$ cat src/rtl/move_input_conditioner.sv
// Synchronises and debounces four direction buttons and hands out one press at a time.
// Press-to-move latency SYNC_STAGES+DEBOUNCE_CYCLES+1 cycles; extra presses while a move is pending are dropped (overflow).
module move_input_conditioner #(
  parameter int SYNC_STAGES     = 2,
  parameter int DEBOUNCE_CYCLES = 500000,
  parameter int CNT_W           = 20
) (
  input  logic       clk,
  input  logic       rst,
  input  logic       btn_up,
  input  logic       btn_down,
  input  logic       btn_left,
  input  logic       btn_right,
  output logic       move_valid,
  output logic [1:0] move_dir,
  input  logic       move_ready,
  output logic [3:0] held,
  output logic       overflow
);

  typedef enum logic {IDLE, PENDING} state_t;

  localparam logic [CNT_W-1:0] CNT_MAX = CNT_W'(DEBOUNCE_CYCLES - 1);
  localparam logic [CNT_W-1:0] CNT_ONE = {{(CNT_W-1){1'b0}}, 1'b1};

  logic [3:0]             w_raw;
  logic [SYNC_STAGES-1:0] r_sync [4];
  logic [CNT_W-1:0]       r_cnt  [4];
  logic [3:0]             r_stable;
  logic [3:0]             r_stable_d;
  logic [3:0]             r_press;

  state_t     r_state, w_state_nxt;
  logic [1:0] r_dir, w_dir_nxt;
  logic       r_ovf, w_ovf_set;
  logic [1:0] w_win;
  logic       w_any;
  logic       w_multi;

  assign w_raw = {btn_right, btn_left, btn_down, btn_up};

  always_ff @(posedge clk) begin
    if (rst) begin
      for (int i = 0; i < 4; i++) begin
        r_sync[i] <= '0;
        r_cnt[i]  <= '0;
      end
      r_stable   <= '0;
      r_stable_d <= '0;
      r_press    <= '0;
    end else begin
      for (int i = 0; i < 4; i++) begin
        r_sync[i] <= {r_sync[i][SYNC_STAGES-2:0], w_raw[i]};
        // The level only flips after DEBOUNCE_CYCLES consecutive disagreeing samples.
        if (r_sync[i][SYNC_STAGES-1] == r_stable[i]) begin
          r_cnt[i] <= '0;
        end else if (r_cnt[i] == CNT_MAX) begin
          r_stable[i] <= ~r_stable[i];
          r_cnt[i]    <= '0;
        end else begin
          r_cnt[i] <= r_cnt[i] + CNT_ONE;
        end
      end
      r_stable_d <= r_stable;
      r_press    <= r_stable & ~r_stable_d;
    end
  end

  // Fixed priority up > down > left > right; any other simultaneous press is a loser.
  always_comb begin
    w_win = 2'd3;
    if (r_press[0])      w_win = 2'd0;
    else if (r_press[1]) w_win = 2'd1;
    else if (r_press[2]) w_win = 2'd2;
    w_any   = |r_press;
    w_multi = |(r_press & (r_press - 4'd1));
  end

  always_comb begin
    w_state_nxt = r_state;
    w_dir_nxt   = r_dir;
    w_ovf_set   = 1'b0;
    case (r_state)
      IDLE: begin
        if (w_any) begin
          w_state_nxt = PENDING;
          w_dir_nxt   = w_win;
          w_ovf_set   = w_multi;
        end
      end
      PENDING: begin
        if (move_ready) begin
          if (w_any) begin
            w_dir_nxt = w_win;
            w_ovf_set = w_multi;
          end else begin
            w_state_nxt = IDLE;
          end
        end else if (w_any) begin
          w_ovf_set = 1'b1;
        end
      end
      default: w_state_nxt = IDLE;
    endcase
  end

  always_ff @(posedge clk) begin
    if (rst) begin
      r_state <= IDLE;
      r_dir   <= 2'd0;
      r_ovf   <= 1'b0;
    end else begin
      r_state <= w_state_nxt;
      r_dir   <= w_dir_nxt;
      r_ovf   <= r_ovf | w_ovf_set;
    end
  end

  assign move_valid = (r_state == PENDING);
  assign move_dir   = r_dir;
  assign held       = r_stable;
  assign overflow   = r_ovf;

endmodule

$ cat config.mk
export PLATFORM = sky130hd
export DESIGN_NAME = move_input_conditioner
export DESIGN_NICKNAME = d
export VERILOG_FILES = /design/src/rtl/move_input_conditioner.sv
export SDC_FILE = /design/constraint.sdc
export NUM_CORES = 1
export LEC_CHECK = 0
export CAP_MARGIN = 20
export CELL_PAD_IN_SITES_DETAIL_PLACEMENT = 1
export CELL_PAD_IN_SITES_GLOBAL_PLACEMENT = 1
export CORE_MARGIN = 2
export CORE_UTILIZATION = 45
export DETAILED_ROUTE_END_ITERATION = 6
export PLACE_DENSITY = 0.81
export RECOVER_POWER = 100
export SLEW_MARGIN = 10
export SYNTH_ARGS = -nofsm -noshare
export SYNTH_HDL_FRONTEND = slang
export SYNTH_SLANG_ARGS = --single-unit
$ cat constraint.sdc
create_clock -name clk -period 2 [get_ports clk]
set_input_delay 0.3 -clock clk [delete_from_list [all_inputs] [get_ports clk]]
set_output_delay 0.3 -clock clk [all_outputs]
set_load 0.05 [all_outputs]
==> impl_metrics.py <==
metrics = {
    "run_status": {
        "status": "completed",
    },
    "global_routing": {
        "grt_usage_pct": 19.8,
        "grt_pass1_vias": 4247,
        "antenna_found_initial": 0,
        "grt_pass1_wl_mm": 19.9,
        "grt-ovfl-total": 0,
        "grt_max_degree": 21,
    },
    "critical_path": {
        "rr_worst_depth": 5,
        "crit_type": "flip-flop to flip-flop",
        "crit_slowest_cell": "or4_1",
        "cp_top_family": "simple AND/OR/NAND/NOR gates",
        "startpoint_type": "flip-flop",
        "cpPeakStageDelay_ns": 0.54,
        "crit_chain": "or4_1 -> or4_4 -> o21bai_4 -> buf_6 -> a21oi_1",
        "cp.arrival_ns": 2.08,
        "path_buf_inv": 1,
        "critPathRequiredTime_ns": 2.10,
        "crit_path_max_fanout": 9,
        "worst-path-stages": 5,
        "worstSetupEndpointType": "flip-flop",
    },
    "sta": {
        "min_period_ns": 1.99,
        "setup_ws_ns": 0.0145,
        "grt_setup_unrepaired": "true",
        "hold_viol": 0,
        "fin_crit_sh_pct": 99.3,
        "finalMaxSlewViolations": 0,
        "relSlewSlack_pct": 59.3,
        "fin_skew_ns": 0.00620,
        "finalSetupViolCount": 0,
        "worst_pin_slew_ns": 0.611,
        "fmax_ghz": 0.504,
    },
    "clocking": {
        "clk_pin_slew_worst_paths_ns": 0.07,
        "cts_buffers": 9,
        "cts_hold_buf": 0,
        "cts_tree": "built",
        "clock-root-buffer": "clkbuf_16",
        "h-tree-depth": 3,
        "clkSinkCount": 104,
        "clock_path_buffers": 2,
        "clk_latency_ns": 0.35,
    },
    "flow_run": {
        "cap_violations": 0,
    },
    "synth": {
        "post_synth_inst_count": 488,
        "synth_edf_count": 80,
        "synthArstFlopShare_pct": 0,
        "netlist_top_cells_area": "edfxtp_1, dfxtp_1, nor2_1, xnor2_1, xor2_1",
        "ys_ff_latch": 104,
        "synth.avg_cell_area_um2": 10.7,
        "synthTopCellsByCount": "nor2_1, edfxtp_1, xnor2_1",
        "synth_top_area_share_pct": 46.2,
        "synth_area_leader_cell": "edfxtp_1",
        "yosysWarnings": 0,
        "yosysMostFrequentCell": "nor2_1",
        "synth_area_mm2": 0.00520,
        "synth_seq_area_share_pct": 55.5,
        "synthFlopType": "edfxtp_1",
        "yosys.cell_types.count": 42,
    },
    "place": {
        "finalWeightedCongestion": 0.816,
        "dpl.hpwl_mm": 8.26,
        "dp.cells": 752,
        "post-place-ws_ns": 0.00542,
        "numPortBuffers": 14,
        "place_area_mm2": 0.00605,
    },
    "pwr": {
        "power.total_mw": 4.45,
        "p_per_area_mw_per_mm2": 701,
        "vdd_ir_drop_max_uv": 554,
        "leakage_nw": 2.26,
    },
    "floorplan": {
        "die_y_um": 111,
        "core_mm2": 0.0114,
        "die-area_mm2": 0.0124,
        "io_pins": 15,
        "die_x_um": 111,
        "num_rows": 39,
        "initial_core_util_pct": 45.7,
    },
    "detailed_routing": {
        "ant_nets": 0,
        "met3WireLength_um": 294,
        "drt-total-wl_mm": 11.5,
        "wire_per_inst_um": 14.9,
        "drt_iter0_markers": 176,
        "firstDrtPassIters": 4,
        "wl_met2_mm": 5.83,
        "drc": 0,
        "highest_layer": "met4",
        "wl_met1_mm": 5.16,
        "avgViaCountPerCell": 5.11,
        "vias": 3926,
    },
    "min_path": {
        "hold_depth": 1,
        "hold_class": "flip-flop to flip-flop",
    },
    "cells_and_area": {
        "final_core_util_pct": 55.9,
        "area_growth_pct": 22.2,
        "drive_gt1_share_pct": 9.74,
        "num_antenna_cells": 0,
        "final_cells": 769,
        "stdcell_area_mm2": 0.00635,
        "nNetsFinal": 632,
    },
}
## placed cells by master, fill, tap and decap left out, types with 3 or more instances in the layout
master / netlist / routed
xnor2_1: 39 / 39
clkdlybuf4s50_1: 0 / 12
buf_6: 2 / 5
edfxtp_1: 80 / 80
dfxtp_1: 24 / 24
nor2_1: 91 / 91
clkbuf_8: 0 / 4
nor3_1: 16 / 16
nand4_1: 24 / 24
inv_1: 18 / 18
clkbuf_16: 0 / 9
conb_1: 1 / 80
mux2i_1: 6 / 6
a21oi_1: 11 / 11
nand2_1: 31 / 31
o21ai_0: 6 / 6
buf_4: 0 / 29
clkbuf_1: 6 / 5
or4_4: 3 / 3
and3_1: 6 / 6
nor2b_1: 9 / 9
ha_1: 4 / 4
xor2_1: 24 / 24
or3_1: 10 / 9
nor4b_1: 7 / 7
nor4_1: 19 / 19
and4_1: 6 / 6
nand3_1: 21 / 21
## layout make-up
cell class / instances / area, um2
Clock buffer: 14 / 284
Clock inverter: 2 / 11.3
Fill cell: 1274 / 5020
Inverter: 18 / 67.6
Multi-Input combinational cell: 436 / 2500
Sequential cell: 104 / 2880
Tap cell: 143 / 179
Timing Repair Buffer: 52 / 429
## where the power goes
group	internal, mW	switching [mW]	total, mW
registers	2.40	0.0806	2.48
logic	0.0960	0.121	0.217
clock network	0.978	0.776	1.75
## timing repair
action	4_1_cts	5_1_grt
setup endpoints to repair	7	41
gates resized for setup	0	6
endpoints found under the hold margin	0	0
pin swaps	0	2
buffers inserted	0	1
## sequential cells by signal (all words and copies together), names as in the netlist
name and flops:
r_cnt 80, r_sync 8, move_valid 1, held 4, r_press 4, overflow 1, move_dir 2, r_stable_d 4
## metrics by stage
step	hold slack, ns	TNS (ns)
3_5_place_dp	0.379	0
6_report	0.390	0
4_1_cts	0.394	-0.0196
5_1_grt	0.404	-0.448
3_3_place_gp	0.371	0
2_1_floorplan	0.368	-0.332
## path summary, 6_finish.rpt
| check | from | to | slack [ns] |
|---|---|---|---|
| hold / removal | r_stable_d[3] | r_press[3] | 0.39 |
| setup reg to reg | r_cnt[2][7] | r_cnt[2][19] | 0.01 |
| setup / recovery | r_cnt[2][7] | r_cnt[2][19] | 0.01 |
| hold reg to reg | r_stable_d[3] | r_press[3] | 0.39 |
## logic make-up (layout without fill, tap and decap cells)
family / after synthesis / in the layout / synth area share [%]
AO/OA/AOI/OAI: 32 / 32 / 4.36
XOR/XNOR: 63 / 63 / 10.6
adder cells (fa/ha/maj): 5 / 5 / 1.16
buffers and inverters: 27 / 86 / 2.26
flip-flops: 104 / 104 / 55.5
multiplexers: 6 / 6 / 1.16
other: 1 / 80 / 0.0721
AND/OR/NAND/NOR: 250 / 250 / 24.9
## routing by layer
metal	global-route usage [%]	up-vias
met4	5.84	0
met3	5.33	18
li1	-	1957
met1	24.3	1916
met2	34.5	35
met5	0	-
(Power assumes the default switching activity.)
